## src/rtl/async_sram_ctrl_if.sv

```systemverilog
// Request/response channel between a client and async_sram_ctrl.
// The client side uses the master modport; the controller uses the slave modport.
interface async_sram_ctrl_if #(
    parameter int N_SRAM_A  = 18,
    parameter int N_SRAM_DQ = 16
);
    logic                 req_valid;
    logic                 req_ready;
    logic                 req_write;
    logic [N_SRAM_A-1:0]  req_addr;
    logic [N_SRAM_DQ-1:0] req_wdata;
    logic                 rsp_valid;
    logic [N_SRAM_DQ-1:0] rsp_rdata;

    modport master (
        output req_valid, req_write, req_addr, req_wdata,
        input  req_ready, rsp_valid, rsp_rdata
    );

    modport slave (
        input  req_valid, req_write, req_addr, req_wdata,
        output req_ready, rsp_valid, rsp_rdata
    );
endinterface

```

## src/rtl/async_sram_ctrl.sv

```systemverilog
// Single-transfer controller for an asynchronous SRAM behind a registered PHY; every output is a flop.
// Build macro ASYNC_SRAM_CTRL_RD_PIPE_EN lets a new request be accepted while a read is in RD_WAIT.
module async_sram_ctrl #(
    parameter int N_SRAM_A  = 18,
    parameter int N_SRAM_DQ = 16,
    parameter int RD_CYCLES = 2
) (
    input  logic                 clk,
    input  logic                 rst_n,
    async_sram_ctrl_if.slave     bus,
    output logic [N_SRAM_A-1:0]  ctrl_addr,
    output logic [N_SRAM_DQ-1:0] ctrl_dq_out,
    output logic [N_SRAM_DQ-1:0] ctrl_dq_oe,
    output logic                 ctrl_ce_n,
    output logic                 ctrl_we_n,
    output logic                 ctrl_oe_n,
    input  logic [N_SRAM_DQ-1:0] ctrl_dq_in
);

    typedef enum logic [2:0] {
        IDLE    = 3'd0,
        RD      = 3'd1,
        RD_WAIT = 3'd2,
        TURN    = 3'd3,
        WR      = 3'd4,
        WR_HOLD = 3'd5
    } state_t;

    localparam logic [2:0] RD_LAST_C = 3'(RD_CYCLES);

    state_t               state_r, state_nxt_s;
    logic [2:0]           rd_cnt_r, rd_cnt_nxt_s;
    logic                 accept_s;

    logic                 req_ready_r, req_ready_nxt_s;
    logic                 rsp_valid_r, rsp_valid_nxt_s;
    logic [N_SRAM_DQ-1:0] rsp_rdata_r, rsp_rdata_nxt_s;
    logic [N_SRAM_A-1:0]  ctrl_addr_r, ctrl_addr_nxt_s;
    logic [N_SRAM_DQ-1:0] ctrl_dq_out_r, ctrl_dq_out_nxt_s;
    logic [N_SRAM_DQ-1:0] ctrl_dq_oe_r, ctrl_dq_oe_nxt_s;
    logic                 ctrl_ce_n_r, ctrl_ce_n_nxt_s;
    logic                 ctrl_we_n_r, ctrl_we_n_nxt_s;
    logic                 ctrl_oe_n_r, ctrl_oe_n_nxt_s;

    assign accept_s      = bus.req_valid & req_ready_r;
    assign bus.req_ready = req_ready_r;
    assign bus.rsp_valid = rsp_valid_r;
    assign bus.rsp_rdata = rsp_rdata_r;
    assign ctrl_addr     = ctrl_addr_r;
    assign ctrl_dq_out   = ctrl_dq_out_r;
    assign ctrl_dq_oe    = ctrl_dq_oe_r;
    assign ctrl_ce_n     = ctrl_ce_n_r;
    assign ctrl_we_n     = ctrl_we_n_r;
    assign ctrl_oe_n     = ctrl_oe_n_r;

    // State and read-length counter register.
    always_ff @(posedge clk or negedge rst_n) begin
        if (!rst_n) begin
            state_r  <= IDLE;
            rd_cnt_r <= 3'd0;
        end else begin
            state_r  <= state_nxt_s;
            rd_cnt_r <= rd_cnt_nxt_s;
        end
    end

    // Next-state logic; rd_cnt_r counts RD cycles already spent, starting at 1.
    always_comb begin
        state_nxt_s  = state_r;
        rd_cnt_nxt_s = rd_cnt_r;
        case (state_r)
            IDLE: begin
                if (accept_s) begin
                    state_nxt_s  = bus.req_write ? WR : RD;
                    rd_cnt_nxt_s = 3'd1;
                end else begin
                    state_nxt_s  = IDLE;
                end
            end
            RD: begin
                if (rd_cnt_r >= RD_LAST_C) begin
                    state_nxt_s  = RD_WAIT;
                end else begin
                    rd_cnt_nxt_s = rd_cnt_r + 3'd1;
                end
            end
            RD_WAIT: begin
`ifdef ASYNC_SRAM_CTRL_RD_PIPE_EN
                if (accept_s) begin
                    state_nxt_s  = bus.req_write ? TURN : RD;
                    rd_cnt_nxt_s = 3'd1;
                end else begin
                    state_nxt_s  = IDLE;
                end
`else
                state_nxt_s = IDLE;
`endif
            end
            TURN:    state_nxt_s = WR;
            WR:      state_nxt_s = WR_HOLD;
            WR_HOLD: state_nxt_s = IDLE;
            default: state_nxt_s = IDLE;
        endcase
    end

    // Output decode: values for the coming cycle, derived from the state being entered.
    always_comb begin
        ctrl_ce_n_nxt_s   = 1'b1;
        ctrl_we_n_nxt_s   = 1'b1;
        ctrl_oe_n_nxt_s   = 1'b1;
        ctrl_dq_oe_nxt_s  = {N_SRAM_DQ{1'b0}};
        case (state_nxt_s)
            RD: begin
                ctrl_ce_n_nxt_s = 1'b0;
                ctrl_oe_n_nxt_s = 1'b0;
            end
            WR: begin
                ctrl_ce_n_nxt_s  = 1'b0;
                ctrl_we_n_nxt_s  = 1'b0;
                ctrl_dq_oe_nxt_s = {N_SRAM_DQ{1'b1}};
            end
            WR_HOLD: begin
                ctrl_ce_n_nxt_s  = 1'b0;
                ctrl_dq_oe_nxt_s = {N_SRAM_DQ{1'b1}};
            end
            default: begin
                ctrl_ce_n_nxt_s = 1'b1;
            end
        endcase

`ifdef ASYNC_SRAM_CTRL_RD_PIPE_EN
        req_ready_nxt_s = (state_nxt_s == IDLE) || (state_nxt_s == RD_WAIT);
`else
        req_ready_nxt_s = (state_nxt_s == IDLE);
`endif

        // Address and write data are captured only at acceptance and then held.
        if (accept_s) begin
            ctrl_addr_nxt_s   = bus.req_addr;
            ctrl_dq_out_nxt_s = bus.req_write ? bus.req_wdata : ctrl_dq_out_r;
        end else begin
            ctrl_addr_nxt_s   = ctrl_addr_r;
            ctrl_dq_out_nxt_s = ctrl_dq_out_r;
        end

        rsp_valid_nxt_s = (state_r == RD_WAIT);
        if (state_r == RD_WAIT) begin
            rsp_rdata_nxt_s = ctrl_dq_in;
        end else begin
            rsp_rdata_nxt_s = rsp_rdata_r;
        end
    end

    // Output register; the async clear releases ctrl_we_n and the data bus at once.
    always_ff @(posedge clk or negedge rst_n) begin
        if (!rst_n) begin
            req_ready_r   <= 1'b1;
            rsp_valid_r   <= 1'b0;
            rsp_rdata_r   <= {N_SRAM_DQ{1'b0}};
            ctrl_addr_r   <= {N_SRAM_A{1'b0}};
            ctrl_dq_out_r <= {N_SRAM_DQ{1'b0}};
            ctrl_dq_oe_r  <= {N_SRAM_DQ{1'b0}};
            ctrl_ce_n_r   <= 1'b1;
            ctrl_we_n_r   <= 1'b1;
            ctrl_oe_n_r   <= 1'b1;
        end else begin
            req_ready_r   <= req_ready_nxt_s;
            rsp_valid_r   <= rsp_valid_nxt_s;
            rsp_rdata_r   <= rsp_rdata_nxt_s;
            ctrl_addr_r   <= ctrl_addr_nxt_s;
            ctrl_dq_out_r <= ctrl_dq_out_nxt_s;
            ctrl_dq_oe_r  <= ctrl_dq_oe_nxt_s;
            ctrl_ce_n_r   <= ctrl_ce_n_nxt_s;
            ctrl_we_n_r   <= ctrl_we_n_nxt_s;
            ctrl_oe_n_r   <= ctrl_oe_n_nxt_s;
        end
    end

endmodule

```

## src/flat_wrapper.sv

```systemverilog
// flat-port wrapper written by rule: the top's interface ports become plain ports
module async_sram_ctrl_flat 
#(
    parameter int N_SRAM_A  = 18,
    parameter int N_SRAM_DQ = 16,
    parameter int RD_CYCLES = 2
)
  (clk, rst_n, ctrl_addr, ctrl_dq_out, ctrl_dq_oe, ctrl_ce_n, ctrl_we_n, ctrl_oe_n, ctrl_dq_in, bus_req_valid, bus_req_write, bus_req_addr, bus_req_wdata, bus_req_ready, bus_rsp_valid, bus_rsp_rdata);
  async_sram_ctrl_if #(.N_SRAM_A(N_SRAM_A), .N_SRAM_DQ(N_SRAM_DQ)) bus_i ();
  input  logic clk;
  input  logic rst_n;
  output logic [N_SRAM_A-1:0] ctrl_addr;
  output logic [N_SRAM_DQ-1:0] ctrl_dq_out;
  output logic [N_SRAM_DQ-1:0] ctrl_dq_oe;
  output logic ctrl_ce_n;
  output logic ctrl_we_n;
  output logic ctrl_oe_n;
  input  logic [N_SRAM_DQ-1:0] ctrl_dq_in;
  input wire logic [$bits(bus_i.req_valid)-1:0] bus_req_valid;
  input wire logic [$bits(bus_i.req_write)-1:0] bus_req_write;
  input wire logic [$bits(bus_i.req_addr)-1:0] bus_req_addr;
  input wire logic [$bits(bus_i.req_wdata)-1:0] bus_req_wdata;
  output wire logic [$bits(bus_i.req_ready)-1:0] bus_req_ready;
  output wire logic [$bits(bus_i.rsp_valid)-1:0] bus_rsp_valid;
  output wire logic [$bits(bus_i.rsp_rdata)-1:0] bus_rsp_rdata;
  assign bus_i.req_valid = bus_req_valid;
  assign bus_i.req_write = bus_req_write;
  assign bus_i.req_addr = bus_req_addr;
  assign bus_i.req_wdata = bus_req_wdata;
  assign bus_req_ready = bus_i.req_ready;
  assign bus_rsp_valid = bus_i.rsp_valid;
  assign bus_rsp_rdata = bus_i.rsp_rdata;
  async_sram_ctrl #(.N_SRAM_A(N_SRAM_A), .N_SRAM_DQ(N_SRAM_DQ), .RD_CYCLES(RD_CYCLES)) u_core (.clk(clk), .rst_n(rst_n), .bus(bus_i), .ctrl_addr(ctrl_addr), .ctrl_dq_out(ctrl_dq_out), .ctrl_dq_oe(ctrl_dq_oe), .ctrl_ce_n(ctrl_ce_n), .ctrl_we_n(ctrl_we_n), .ctrl_oe_n(ctrl_oe_n), .ctrl_dq_in(ctrl_dq_in));
endmodule
```

## config.mk

```make
export PLATFORM = sky130hd
export DESIGN_NAME = async_sram_ctrl_flat
export DESIGN_NICKNAME = d
export VERILOG_FILES = /design/src/rtl/async_sram_ctrl_if.sv /design/src/rtl/async_sram_ctrl.sv /design/src/flat_wrapper.sv
export SDC_FILE = /design/constraint.sdc
export NUM_CORES = 1
export LEC_CHECK = 0
export BUFFER_PORTS_ARGS = -buffer_cell sky130_fd_sc_hd__buf_2
export CORE_ASPECT_RATIO = 1.5
export CORE_MARGIN = 5
export CORE_UTILIZATION = 46
export CTS_CLUSTER_DIAMETER = 30
export DETAILED_ROUTE_END_ITERATION = 10
export PLACE_DENSITY = 0.8
export REMOVE_ABC_BUFFERS = 1
export SETUP_SLACK_MARGIN = 0.4
export SLEW_MARGIN = 10
export SYNTH_ARGS = -nofsm -noshare
export SYNTH_HDL_FRONTEND = slang
export SYNTH_SLANG_ARGS = --single-unit
```

## constraint.sdc

```tcl
create_clock -name clk -period 1.9 [get_ports clk]
set_clock_uncertainty 0.15 [all_clocks]
set_input_delay 0.19 -clock clk [delete_from_list [all_inputs] [get_ports clk]]
set_output_delay 0.19 -clock clk [all_outputs]
set_load 0.02 [all_outputs]
```

Word level (Yosys, flattened, before mapping) --
Cells that the tools add are included.
Word-level totals: output and inout port bits 71, logic and storage cells 41, register bits after elaboration 77, input bits 54
Operators by class: multiplexer cells 11, eq/ne operators 9, order comparisons 1, reductions and logical operators 7, add/subtract/negate cells 1, bitwise logic cells 1
Operator list (number):
- $mux 16 | 1
- $mux 3 | 5
- $pmux 3 s4 | 1
- $eq 3x3->1 const B | 3
- $eq 3x1->1 const B | 2
- $eq 3x2->1 const B | 2
- $logic_not 3->1 | 2
- $pmux 3 s2 | 1
- $add 3x1->3 const B | 1
- $ge 3x2->1 const B | 1
- $mux 1 | 3
- $reduce_and 3->1 | 1
- $reduce_or 3->1 | 1
- $ne 2x1->1 const B | 1
- $ne 2x2->1 const B | 1
- $reduce_and 2->1 | 1
- $reduce_bool 2->1 | 1
- $reduce_or 2->1 | 1
- $and 1x1->1 | 1

Depth between registers and ports, before layout --
depth in word-level cells 6, gate-level depth with buffers 6, gate-level depth less buffers 5

Least setup slack after synthesis --
No wires, ideal clock.
path kind register -> register, start point register u_core.req_ready_r, in the netlist u_core.bus.req_ready, end point register u_core.ctrl_dq_out_r[10], in the netlist u_core.ctrl_dq_out[10], period minus slack after synthesis 1562 ps, arrival 1287 ps, path buffers 1, setup time 125 ps, data required time 1625 ps, stages on the path, launching flop included 4, path slack 338 ps, cell sequence dfstp_2 nand3_2 buf_2 mux2_2
On the way: cells in the longest elaborated chain, start to end 2
Ends and longest elaborated chain:
- start: declaration | RTL line async_sram_ctrl.sv:35 | logic req_ready_r, req_ready_nxt_s;
- start signal: assignment | RTL line async_sram_ctrl.sv:167 | req_ready_r <= req_ready_nxt_s;
- $and 1x1->1 | RTL line async_sram_ctrl.sv:45 | assign accept_s = bus.req_valid & req_ready_r;
- $reduce_and 2->1 (no line)
- end signal: assignment | RTL line async_sram_ctrl.sv:161 | ctrl_dq_out_r <= {N_SRAM_DQ{1'b0}};
- end signal: assignment | RTL line async_sram_ctrl.sv:171 | ctrl_dq_out_r <= ctrl_dq_out_nxt_s;
- end: declaration | RTL line async_sram_ctrl.sv:39 | logic [N_SRAM_DQ-1:0] ctrl_dq_out_r, ctrl_dq_out_nxt_s;
Every way passes these cells. A chain may end at the register's enable or synchronous reset.

Final worst setup path --
start point register u_core.rd_cnt_r[0], end point register u_core.state_r[0]
On the way: cells in the longest elaborated chain, start to end 3
Ends and longest elaborated chain:
- start: declaration | RTL line async_sram_ctrl.sv:32 | logic [2:0] rd_cnt_r, rd_cnt_nxt_s;
- start signal: assignment | RTL line async_sram_ctrl.sv:63 | rd_cnt_r <= rd_cnt_nxt_s;
- $ge 3x2->1 | RTL line async_sram_ctrl.sv:81 | if (rd_cnt_r >= RD_LAST_C) begin
- $mux 3 | RTL line async_sram_ctrl.sv:81
- $pmux 3 s4 | RTL line async_sram_ctrl.sv:71 | case (state_r)
- net u_core.state_nxt_s[0] | RTL line async_sram_ctrl.sv:31 | state_t state_r, state_nxt_s;
- end signal: assignment | RTL line async_sram_ctrl.sv:62 | state_r <= state_nxt_s;
- end: declaration | RTL line async_sram_ctrl.sv:31
The timed path passes the listed nets, and every way through them passes these cells.

==> metrics.txt <==
status=completed; Filler cells=353; count of different cell masters after synthesis=31; post-synth design cell area=0.00258 sq mm; estimated wirelength of the detail-placed design=4.16 mm; Worst Hold Path EP=u_core.ctrl_oe_n$_DFF_PN1_; total setup violations reported at the end of the flow=0; width of the die=71.2 um; total wire length after detailed routing=7.29 mm; Final Critical Period=1480 ps; cell taking the most area after synthesis=dfrtp_1; CTS Buf Count=9; critical path endpoint category=flop; Max IR drop VDD=1.04 mV; type of origin of the critical path=flop; EDFF count, synth=0; number of nets at the end of the flow=407; Post-Synthesis Cells=175; number of maximum-capacitance violations=0; synthesized area per cell=14.8 sq um; category of the most critical setup path=flop to flop; fraction of synthesis flops using an asynchronous set or reset pin=1.00; Primary FF master, synth=dfrtp_1; critical path data required time=approximately 2000 ps; area of combinational cells with multiple inputs=871 sq um; CP max FO=7; Setup WS post-layout=~420 ps; class of the tightest hold or removal check=primary input to flop; initial antenna violation count=0; number of cells on the worst hold path=3; sequential cell area fraction in the yosys report=0.603; number of placed cells counting well taps=352; insertion delay of the later-clocked pin in the worst-skew pair=330 ps; depth of the CTS H-tree=3; total grt overflow=0; Floorplan Core Area=0.00545 sq mm; Hold Fails Final Rpt=0; Synth top area share=0.562; depth of the most critical reg-to-reg path=6; number of design-rule violations left by the first detailed-router iteration=~140; vias in the first global route=2,338; power per unit of standard cell area=1760 mW/mm^2; total area of sequential cells=0.00156 sq mm; cell leakage power=1.99 nW; number of primary I/O pins=125; number of diodes added for antenna fixing=0; area overhead of the layout relative to synthesis=56.2%; CTS root buffer=clkbuf_8; routability congestion estimate=a little under 0.9; Final ANT Viol Nets=0; via density per instance=4.92; beginning of the worst register-to-register path=u_core.rd_cnt_r[0]$_DFFE_PN0P_; count of input and output buffers=124; starting density of the core=0.474; global-route usage over all layers=0.207; leading cell types by total area after synthesis=dfrtp_1 56%, mux2_2 18%, mux2_4 5.2%; largest net degree at the start of global routing=63; die span in y=102 um; slew at the pin closest to its max-slew limit=314 ps; clock buffer depth=2; worst-case setup slack after placement=239 ps; share of the core filled with cells in the final layout=0.740; wire length per cell=17.1 um; Die ar.=0.00724 sq mm; Layout Cells excl Fill=around 430; DRC viols=0; crit share post-route=0.777; number of vias in the routed layout=2,094; register bit total from synthesis=62; Relative slew margins=0.788; worst setup slack for register-to-register paths=between 400 and 500 ps; wire length of the first global-routing pass=about 11 mm; TritonCTS sink count=slightly above 60; clock transition at the registers of the reported paths=70 ps; worst reg2reg endpoint=u_core.state_r[0]$_DFF_PN0_; detailed-routing iteration count for the pre-antenna-repair pass=4; number of warning messages in the yosys log=0; unrepaired setup endpoints after global routing=true; source of the worst hold timing path=bus_req_valid; Std-Cell Rows=33; share of post-route cells with drive strength above 1=0.607; Final Slew Violations=0; fmax=677 MHz; CP Data Arrival Time=1580 ps; TritonCTS clock tree=built
-- kinds of logic after synthesis --
| group | synth area share |
|---|---|
| muxes | 0.231 |
| adders and majority gates | 0.00969 |
| DFF | 0.603 |
| buffers and inverters | 0.0741 |
| and+or+nand+nor | 0.0329 |
| AOI/OAI and AO/OA | 0.0494 |
-- what timing repair did --
item | 4_1_cts | 5_1_grt
gates cloned | 2 | 0
endpoints found under the setup margin | 16 | 63
hold endpoints to repair | 112 | 0
hold buffers | 51 | 0
pin swaps | 1 | 0
setup buffers | 0 | 5
resized for setup | 2 | 8
-- registers in the layout, summed over array words and instances, names as in the netlist --
signal	flops
u_core.ctrl_we_n	1
u_core.ctrl_dq_oe	1
u_core.rd_cnt_r	3
u_core.ctrl_oe_n	1
u_core.ctrl_dq_out	16
u_core.bus.rsp_rdata	16
u_core.state_r	3
u_core.bus.req_ready	1
u_core.ctrl_addr	18
u_core.ctrl_ce_n	1
u_core.bus.rsp_valid	1
-- synthesized netlist by cell type (3+ instances only) --
cell type / number
nand2_1: 5
o21ai_0: 3
nor2_1: 3
o31ai_1: 3
buf_2: 3
a21oi_1: 6
buf_4: 15
mux2_2: 41
dfstp_2: 4
dfrtp_1: 58
mux2_4: 9
-- worst max-delay path: stages, from the launching register on --
cell     delay, ps
dfrtp_1        420
inv_2           60
ha_1           200
nor3_1         130
buf_4          170
nand3_1        100
a21oi_2        160
-- area by class of cell --
class	instances	share of cell area
sequential	62	0.386
clock buffer	10	0.0341
tap	70	0.0217
clock inverter	6	0.0329
multi-input combinational	89	0.216
inverter	3	0.00341
timing repair buffer	186	0.306
-- routing by layer --
metal	wire length [um]	global-route usage
met3	387	0.0506
met5	0	0
met2	4270	0.402
met4	252	0.110
met1	2380	0.195
-- layout by cell type (no fill, tap or decap), types with 2 or more instances in the layout --
cell type	n
a21oi_1	5
ha_1	2
dfrtp_2	2
nand2_1	5
buf_2	124
bufinv_16	4
dlygate4sd3_1	51
nor2_1	3
nor3_1	2
buf_4	9
mux2_2	41
o21ai_0	3
dfrtp_1	56
mux2_4	9
clkbuf_8	10
and3_4	3
o31ai_2	2
dfstp_2	4
-- power by group --
group / switching (W) / internal [W]
clock network: 0.000514 / 0.00104
logic: 0.00178 / 0.00137
registers: 0.000391 / 0.00199
-- metrics by stage --
step | hold WS (ps) | cell area (sq um) | setup TNS (ps) | power, W
finish | 109 | 4040 | 0 | 0.00708
floorplan | -256 | 2400 | -10130 | 0.00419
global route | 120 | 4040 | 0 | 0.00746
detailed placement | 72.8 | 3170 | 0 | 0.00528
CTS | 83.2 | 3970 | 0 | 0.00696
global placement | 71.7 | 3170 | 0 | 0.00517
-- worst max path at each step --
stage | startpoint | to | slack, ps | depth (start not counted)
3_3_place_gp | u_core.state_r[0]$_DFF_PN0_ | u_core.bus.rsp_rdata[9]$_DFFE_PN0P_ | 310 | 3
2_1_floorplan | u_core.ctrl_dq_oe[14]$_DFF_PN0_ | ctrl_dq_oe[0] | -630 | 0
4_1_cts | u_core.bus.req_ready$_DFF_PN1_ | u_core.rd_cnt_r[2]$_DFFE_PN0P_ | 400 | 4
5_1_grt | u_core.rd_cnt_r[0]$_DFFE_PN0P_ | u_core.state_r[0]$_DFF_PN0_ | 360 | 6
6_report | u_core.rd_cnt_r[0]$_DFFE_PN0P_ | u_core.state_r[0]$_DFF_PN0_ | 420 | 6
3_5_place_dp | u_core.state_r[0]$_DFF_PN0_ | u_core.bus.rsp_rdata[8]$_DFFE_PN0P_ | 240 | 3
Note: power is estimated with default switching activity, not from simulation.
